File: config.mk
export PLATFORM = sky130hd
export DESIGN_NAME = imem_boot_loader
export DESIGN_NICKNAME = d
export VERILOG_FILES = /design/src/rtl/imem_pkg.sv /design/src/rtl/imem_load_counter.sv /design/src/rtl/imem_boot_loader.sv
export SDC_FILE = /design/constraint.sdc
export NUM_CORES = 1
export LEC_CHECK = 0
export ABC_AREA = 0
export CAP_MARGIN = 10
export CORE_UTILIZATION = 24
export CTS_CLUSTER_DIAMETER = 50
export CTS_CLUSTER_SIZE = 30
export DETAILED_ROUTE_END_ITERATION = 16
export PLACE_DENSITY = 0.81
export RECOVER_POWER = 100
export SKIP_CTS_REPAIR_TIMING = 1
export SLEW_MARGIN = 10
export SYNTH_ARGS = -nofsm -noshare
export SYNTH_HDL_FRONTEND = slang
export SYNTH_HIERARCHICAL = 1
export SYNTH_SLANG_ARGS = --single-unit
File: constraint.sdc
create_clock -name clk_i -period 2.75 [get_ports clk_i]
set_input_delay 0.55 -clock clk_i [delete_from_list [all_inputs] [get_ports clk_i]]
set_output_delay 0.55 -clock clk_i [all_outputs]
set_load 0.01 [all_outputs]
File: src/rtl/imem_pkg.sv
// Shared types and defaults for the instruction-memory boot loader.
// Used by imem_load_counter and imem_boot_loader.
package imem_pkg;

  localparam int unsigned IMEM_WORDS = 256;
  localparam logic [31:0] IMEM_NOP   = 32'h00000013;

  typedef enum logic [1:0] {
    ST_IDLE,
    ST_LOAD,
    ST_RUN,
    ST_ERROR
  } imem_ld_state_e;

endpackage

File: src/rtl/imem_load_counter.sv
// Word counter with full detect for the boot loader.
// IMEM_CHECKSUM_EN adds a modulo-2^32 sum of written words.
module imem_load_counter
  import imem_pkg::*;
#(
  parameter int unsigned MEM_WORDS = IMEM_WORDS,
  parameter int unsigned ADDR_W    = $clog2(MEM_WORDS)
) (
  input  logic              clk_i,
  input  logic              rst_ni,
  input  logic              clr_i,
  input  logic              inc_i,
`ifdef IMEM_CHECKSUM_EN
  input  logic [31:0]       data_i,
  output logic [31:0]       sum_o,
`endif
  output logic [ADDR_W:0]   cnt_o,
  output logic              full_o
);

  logic [ADDR_W:0] cnt_q;

  always_ff @(posedge clk_i or negedge rst_ni) begin
    if (!rst_ni) begin
      cnt_q <= '0;
    end else if (clr_i) begin
      cnt_q <= '0;
    end else if (inc_i) begin
      cnt_q <= cnt_q + (ADDR_W+1)'(1);
    end
  end

  assign cnt_o  = cnt_q;
  assign full_o = (cnt_q == (ADDR_W+1)'(MEM_WORDS));

`ifdef IMEM_CHECKSUM_EN
  logic [31:0] sum_q;

  always_ff @(posedge clk_i or negedge rst_ni) begin
    if (!rst_ni) begin
      sum_q <= '0;
    end else if (clr_i) begin
      sum_q <= '0;
    end else if (inc_i) begin
      sum_q <= sum_q + data_i;
    end
  end

  assign sum_o = sum_q;
`endif

endmodule

File: src/rtl/imem_boot_loader.sv
// Streams a program image into instruction memory, then releases the core.
// Define IMEM_CHECKSUM_EN to treat the last beat as an image checksum.
module imem_boot_loader
  import imem_pkg::*;
#(
  parameter int unsigned MEM_WORDS = IMEM_WORDS,
  parameter int unsigned ADDR_W    = $clog2(MEM_WORDS),
  parameter logic [31:0] NOP_INSTR = IMEM_NOP
) (
  input  logic              clk_i,
  input  logic              rst_ni,
  input  logic              start_i,
  input  logic              load_valid_i,
  input  logic [31:0]       load_data_i,
  input  logic              load_last_i,
  output logic              load_ready_o,
  input  logic [31:0]       fetch_addr_i,
  output logic [31:0]       fetch_instr_o,
  output logic              core_run_o,
  output logic              load_err_o,
  output logic [ADDR_W:0]   words_loaded_o,
  output logic              mem_we_o,
  output logic [ADDR_W-1:0] mem_addr_o,
  output logic [31:0]       mem_wdata_o,
  input  logic [31:0]       mem_rdata_i
);

  imem_ld_state_e state_q, state_n;
  logic           ready_q, run_q, err_q;
  logic           accept, wr, ovf, sum_ok, full;
  logic [ADDR_W:0] cnt;

  assign accept = load_valid_i && ready_q;

`ifdef IMEM_CHECKSUM_EN
  logic [31:0] sum;
  logic        prog;

  assign prog   = accept && !load_last_i;
  assign ovf    = prog && full;
  assign wr     = prog && !full;
  assign sum_ok = (load_data_i == sum);
`else
  assign ovf    = accept && full;
  assign wr     = accept && !full;
  assign sum_ok = 1'b1;
`endif

  imem_load_counter #(
    .MEM_WORDS (MEM_WORDS),
    .ADDR_W    (ADDR_W)
  ) u_cnt (
    .clk_i  (clk_i),
    .rst_ni (rst_ni),
    .clr_i  (start_i),
    .inc_i  (wr),
`ifdef IMEM_CHECKSUM_EN
    .data_i (load_data_i),
    .sum_o  (sum),
`endif
    .cnt_o  (cnt),
    .full_o (full)
  );

  // accept already implies LOAD; overflow outranks the last flag
  always_comb begin
    state_n = state_q;
    if (start_i) begin
      state_n = ST_LOAD;
    end else if (ovf) begin
      state_n = ST_ERROR;
    end else if (accept && load_last_i) begin
      state_n = sum_ok ? ST_RUN : ST_ERROR;
    end
  end

  always_ff @(posedge clk_i or negedge rst_ni) begin
    if (!rst_ni) begin
      state_q <= ST_IDLE;
      ready_q <= 1'b0;
      run_q   <= 1'b0;
      err_q   <= 1'b0;
    end else begin
      state_q <= state_n;
      ready_q <= (state_n == ST_LOAD);
      run_q   <= (state_n == ST_RUN);
      err_q   <= (state_n == ST_ERROR);
    end
  end

  logic in_range;
  logic unused_lsb;

  assign in_range   = ~|fetch_addr_i[31:ADDR_W+2];
  assign unused_lsb = ^fetch_addr_i[1:0];

  assign load_ready_o   = ready_q;
  assign core_run_o     = run_q;
  assign load_err_o     = err_q;
  assign words_loaded_o = cnt;
  assign mem_we_o       = wr;
  assign mem_wdata_o    = wr ? load_data_i : '0;
  assign mem_addr_o     = run_q ? fetch_addr_i[ADDR_W+1:2]
                                : cnt[ADDR_W-1:0];
  assign fetch_instr_o  = (run_q && in_range) ? mem_rdata_i
                                              : NOP_INSTR;

endmodule

# [Yosys cells after proc, flatten, opt, wreduce, memory -nomap -nowiden]
# Index checks and enable logic that the tools add are counted.
[classes] addsub=1 n_eq_ne=4 n_mux=8 n_reduce_logical=9
[op_table] operator="$mux 32" n=2
[op_table] operator="$reduce_or 22->1" n=1
[op_table] operator="$mux 9" n=2
[op_table] operator="$add 9x1->9 const B" n=1
[op_table] operator="$eq 9x9->1 const B" n=1
[op_table] operator="$mux 8" n=1
[op_table] operator="$mux 2" n=3
[op_table] operator="$logic_and 1x1->1" n=5
[op_table] operator="$eq 2x2->1 const B" n=2
[op_table] operator="$eq 2x1->1 const B" n=1
[op_table] operator="$logic_not 1->1" n=2
[op_table] operator="$reduce_bool 2->1" n=1
[totals] register_bits=14 inputBits=101 output_inout_bits=85 elab_cells=27

# [Longest topological paths before layout]
[depth] depth_word=6 depth_mapped=10

# [Modules after synthesis]
# Netlist, hierarchy kept.
[by_module_without_submodules] mod="imem_boot_loader" instances=1 cells_per_inst=107 area_each_um2=818.3 seq_area_each_um2=125.1
[by_module_without_submodules] mod="imem_load_counter" instances=1 cells_per_inst=49 area_each_um2=481.7 seq_area_each_um2=225.2

# [Least setup slack after synthesis]
# No wires, ideal clock.
[synth_timing] kind="register -> output" from="register u_cnt.cnt_q[3] (netlist: u_cnt/cnt_o[3])" to="output mem_wdata_o[22]" arrival_ps=1848 setup_slack_ps=352 stages_incl_launch_ff=6 path_buffers=1 path_cell_list="dfrtp_1 or4_1 nor4_1 nor2b_1 clkbuf_1 and2_1"
[synth_via] elab_chain_cells=4
[synth_rtl] item="start, declared" line_no="imem_load_counter.sv:21" text="logic [ADDR_W:0] cnt_q;"
[synth_rtl] item="start signal, assigned" line_no="imem_load_counter.sv:29" text="cnt_q <= cnt_q + (ADDR_W+1)'(1);"
[synth_rtl] item="$eq 9x9->1" line_no="imem_load_counter.sv:34" text="assign full_o = (cnt_q == (ADDR_W+1)'(MEM_WORDS));"
[synth_rtl] item="net full" line_no="imem_boot_loader.sv:30" text="logic accept, wr, ovf, sum_ok, full;"
[synth_rtl] item="$logic_not 1->1" line_no="imem_boot_loader.sv:45" text="assign wr = accept && !full;"
[synth_rtl] item="$logic_and 1x1->1" line_no="imem_boot_loader.sv:45"
[synth_rtl] item="net mem_we_o" line_no="imem_boot_loader.sv:22" text="output logic mem_we_o,"
[synth_rtl] item="$mux 32" line_no="imem_boot_loader.sv:102" text="assign mem_wdata_o = wr ? load_data_i : '0;"
[synth_rtl] item="end, declared" line_no="imem_boot_loader.sv:24" text="output logic [31:0] mem_wdata_o,"
# The timed path passes the listed nets, and every way through them passes these cells.

# [Worst setup path in the final report]
[layout_timing] from="input fetch_addr_i[25]" to="output fetch_instr_o[27]"
[layout_via] elab_chain_cells=4
[layout_rtl] item="start, declared" line_no="imem_boot_loader.sv:17" text="input logic [31:0] fetch_addr_i,"
[layout_rtl] item="$reduce_or 22->1" line_no="imem_boot_loader.sv:94" text="assign in_range = ~|fetch_addr_i[31:ADDR_W+2];"
[layout_rtl] item="$logic_not 1->1" line_no="imem_boot_loader.sv:94"
[layout_rtl] item="$logic_and 1x1->1" line_no="imem_boot_loader.sv:105" text="assign fetch_instr_o = (run_q && in_range) ? mem_rdata_i"
[layout_rtl] item="$mux 32" line_no="imem_boot_loader.sv:105"
[layout_rtl] item="end, declared" line_no="imem_boot_loader.sv:18" text="output logic [31:0] fetch_instr_o,"
# No other way between the ends.

==> flow_metrics.py <==
metrics = {
    "floorplanning": {
        "floorplan.core_area_um2": 5170,
        "fp.dieW_um": 75.6,
        "area_of_the_die_um2": 5710,
        "die_h_um": 75.6,
        "num_io_pins": 186,
        "rows": 26,
        "start_util_pct": 25.1,
    },
    "global_route": {
        "grt_antenna_before_repair": 1,
        "overflow": 0,
        "first_global_vias": 1721,
        "maximum_number_of_pins_on_one_net_before_global_route_repair": 34,
        "gr-usage-all-layers_pct": 18.9,
        "first_pass_grt_wire_length_um": 8080,
    },
    "clock_tree": {
        "tritoncts": "built",
        "clock_tree.root_cell": "sky130_fd_sc_hd__clkbuf_8",
        "max-clock-path-buffers": 2,
        "cts_made_buffers": 3,
        "htreeDepth": 1,
        "clock_sink_count": 14,
        "cts.reportedPaths.clkPinSlew_ns": 0.06,
        "worstSkewPairLatency_ns": 0.25,
    },
    "synthesis": {
        "netlist_area_um2": 1300,
        "count_of_state_elements_after_synthesis": 14,
        "dominantRegCellSynth": "sky130_fd_sc_hd__dfrtp_1",
        "postSynth.asyncResetShare_pct": 100,
        "synth_seq_area_share_pct": 26.9,
        "synth_fp_nets": 259,
        "synth_enable_flop_cells": 0,
        "synthDistinctLibCells": 33,
        "netlist_instances": 156,
        "synth_warnings": 6,
        "average_size_of_a_mapped_cell_um2": 8.33,
    },
    "routing": {
        "detail_route.drc_violations": 0,
        "first_pass_iters": 4,
        "viasPerCell": 4.62,
        "ant_nets": 0,
        "drtIter0Drc": 86,
        "routed-via-count": 1963,
        "post_drt_wl_per_cell_um": 16.0,
        "routed_wire_length_um": 6780,
    },
    "timing": {
        "slew-limit-headroom_pct": 59.6,
        "fin_crit_sh_pct": 99.4,
        "slew_violations": 0,
        "final.setup_skew_ns": 0.00506,
        "setup_ws_ns": 0.0171,
        "setup-violations-final": 0,
        "fin_crit_ns": 2.73,
        "timing.setup.tns_ns": 0,
        "tightest_slew_ns": 0.604,
        "max_freq_ghz": 0.366,
        "hold_viol_final": 0,
    },
    "critical_path": {
        "cp_slowest_cell": "sky130_fd_sc_hd__or4_4",
        "path_delay_family": "simple AND/OR/NAND/NOR gates",
        "worstPathMaxFanout": 7,
        "timing.critical_path.cells": "dlymetal6s2s_1, or4_4, nor2_4, clkbuf_16, buf_8, buf_4, buf_6, and3_1, clkbuf_2",
        "worst_ep_arrival_time_ns": 2.18,
        "worst-endpoint-required_ns": 2.20,
        "cp_slowest_stage_delay_ns": 0.55,
        "timing.setup.critical_path_class": "in2out",
        "start_kind": "primary input",
        "end_kind": "primary output",
        "critical_path.n_buffers_inverters": 6,
    },
    "layout": {
        "flow.area_growth_from_synthesis_pct": 179,
        "design.final.nets": 458,
        "share_of_final_layout_standard_cells_stronger_than_drive_strength_1_pct": 13.8,
    },
    "hold_path": {
        "class_of_the_tightest_hold_or_removal_check": "reg2reg",
    },
    "power_and_ir_drop": {
        "ir_worst_vdd_mv": 0.165,
        "design_power_total_uw": 764,
        "leakage_uw": 0.00253,
        "power_density_of_the_placed_cells_nw_per_um2": 211,
    },
    "placement": {
        "dpl.hpwl_um": 4960,
        "buffer_ports.inserted": 183,
        "preCtsSetupSlack_ns": -0.351,
        "gp_congestion": 0.818,
    },
    "run_status": {
        "outcome": "complete, no violations",
    },
    "flow_run": {
        "cap_violations": 0,
    },
}
[cell families after synthesis]
logic type	after synthesis	share of synthesized area, %
buffers and inverters	17	6.93
adders and majority gates	2	1.92
muxes	9	7.70
DFF	14	26.9
AOI/OAI and AO/OA	13	6.83
xor gates and xnor gates	4	2.70
and+or+nand+nor	97	47.0
[where the power goes]
part           switching [µW]  leakage, µW  internal, µW
Clock                    73.4    0.0000288           127
Sequential               4.75     0.000185           215
Combinational             113      0.00231           230
[worst min-delay path: stages (launching register included)]
cell                       delay [ns]
sky130_fd_sc_hd__dfrtp_1         0.34
sky130_fd_sc_hd__a221oi_1        0.10
sky130_fd_sc_hd__inv_1           0.07
[placed cells by master, fill, tap and decap left out, drive strengths merged]
cell,instances
a21oi,5
a221oi,1
and2,34
and3,29
and4,1
buf,23
clkbuf,9
clkdlybuf4s50,88
dfrtp,14
diode,1
dlygate4sd3,22
dlymetal6s2s,67
dlymetal6s4s,1
ha,2
inv,5
mux2,8
mux2i,1
nand2,4
nand3,2
nand3b,3
nand4,2
nor2,8
nor2b,1
nor3,2
nor4,3
nor4b,1
o2111ai,1
o211ai,2
o21ai,2
o31ai,2
or3,2
or4,5
xnor2,2
xor2,2
[final cells by class]
type	instances	area, µm²
sequential	14	350
fill	387	1550
timing repair buffer	206	2230
antenna	1	2.50
clock buffer	4	55.1
inverter	5	18.8
multi-input combinational	125	880
tap	70	87.6
[sequential cells by signal, indices dropped and copies added (netlist names)]
register	cells
state_q	2
u_cnt/cnt_o	9
load_ready_o	1
load_err_o	1
core_run_o	1
[routing by layer]
layer | vias to the layer above | global-route usage [%] | wire length [µm] | part of all wire, %
li1 | 946 | - | - | -
met1 | 903 | 20.5 | 2580 | 38
met2 | 101 | 36.0 | 3540 | 52
met3 | 13 | 5.03 | 549 | 8.1
met4 | 0 | 5.35 | 117 | 1.7
met5 | - | 0 | 0 | 0
[cell usage after synthesis (3+ instances only)]
library cell               number  area (µm²)
sky130_fd_sc_hd__a21oi_1        5        25.0
sky130_fd_sc_hd__and2_1        34         213
sky130_fd_sc_hd__and3_1        27         169
sky130_fd_sc_hd__buf_4          6        45.0
sky130_fd_sc_hd__clkbuf_1       3        11.3
sky130_fd_sc_hd__clkbuf_2       3        15.0
sky130_fd_sc_hd__dfrtp_1       14         350
sky130_fd_sc_hd__inv_1          5        18.8
sky130_fd_sc_hd__mux2_2         8        90.1
sky130_fd_sc_hd__nand2_1        4        15.0
sky130_fd_sc_hd__nand3b_1       3        22.5
sky130_fd_sc_hd__nor2_1         7        26.3
sky130_fd_sc_hd__nor4_1         3        18.8
sky130_fd_sc_hd__or4_1          3        22.5
[metrics by stage]
step | util [%] | cells | hold WS, ns | area (µm²)
final | 70.1 | 425 | 0.544 | 3630
after global routing | 70.1 | 425 | 0.575 | 3630
after CTS | 64.9 | 416 | 0.544 | 3360
after detailed placement | 63.8 | 412 | 0.530 | 3300
after global placement | 63.8 | 412 | 0.518 | 3300
after floorplan | - | 156 | 0.254 | 1300
[worst paths after layout]
check	to	slack (ns)	startpoint	cells after the start
worst max-delay path	fetch_instr_o[27]	0.02	fetch_addr_i[25]	9
worst min-delay path	state_q[0]	0.54	state_q[0]	2
worst max register to register	u_cnt/cnt_o[8]	0.39	u_cnt/cnt_o[3]	8
worst min register to register	state_q[0]	0.54	state_q[0]	2
max in group asynchronous	u_cnt/cnt_o[8]	1.61	rst_ni	1
min in group asynchronous	load_ready_o	0.75	rst_ni	1
No activity file was read; power rests on OpenSTA's default activity.
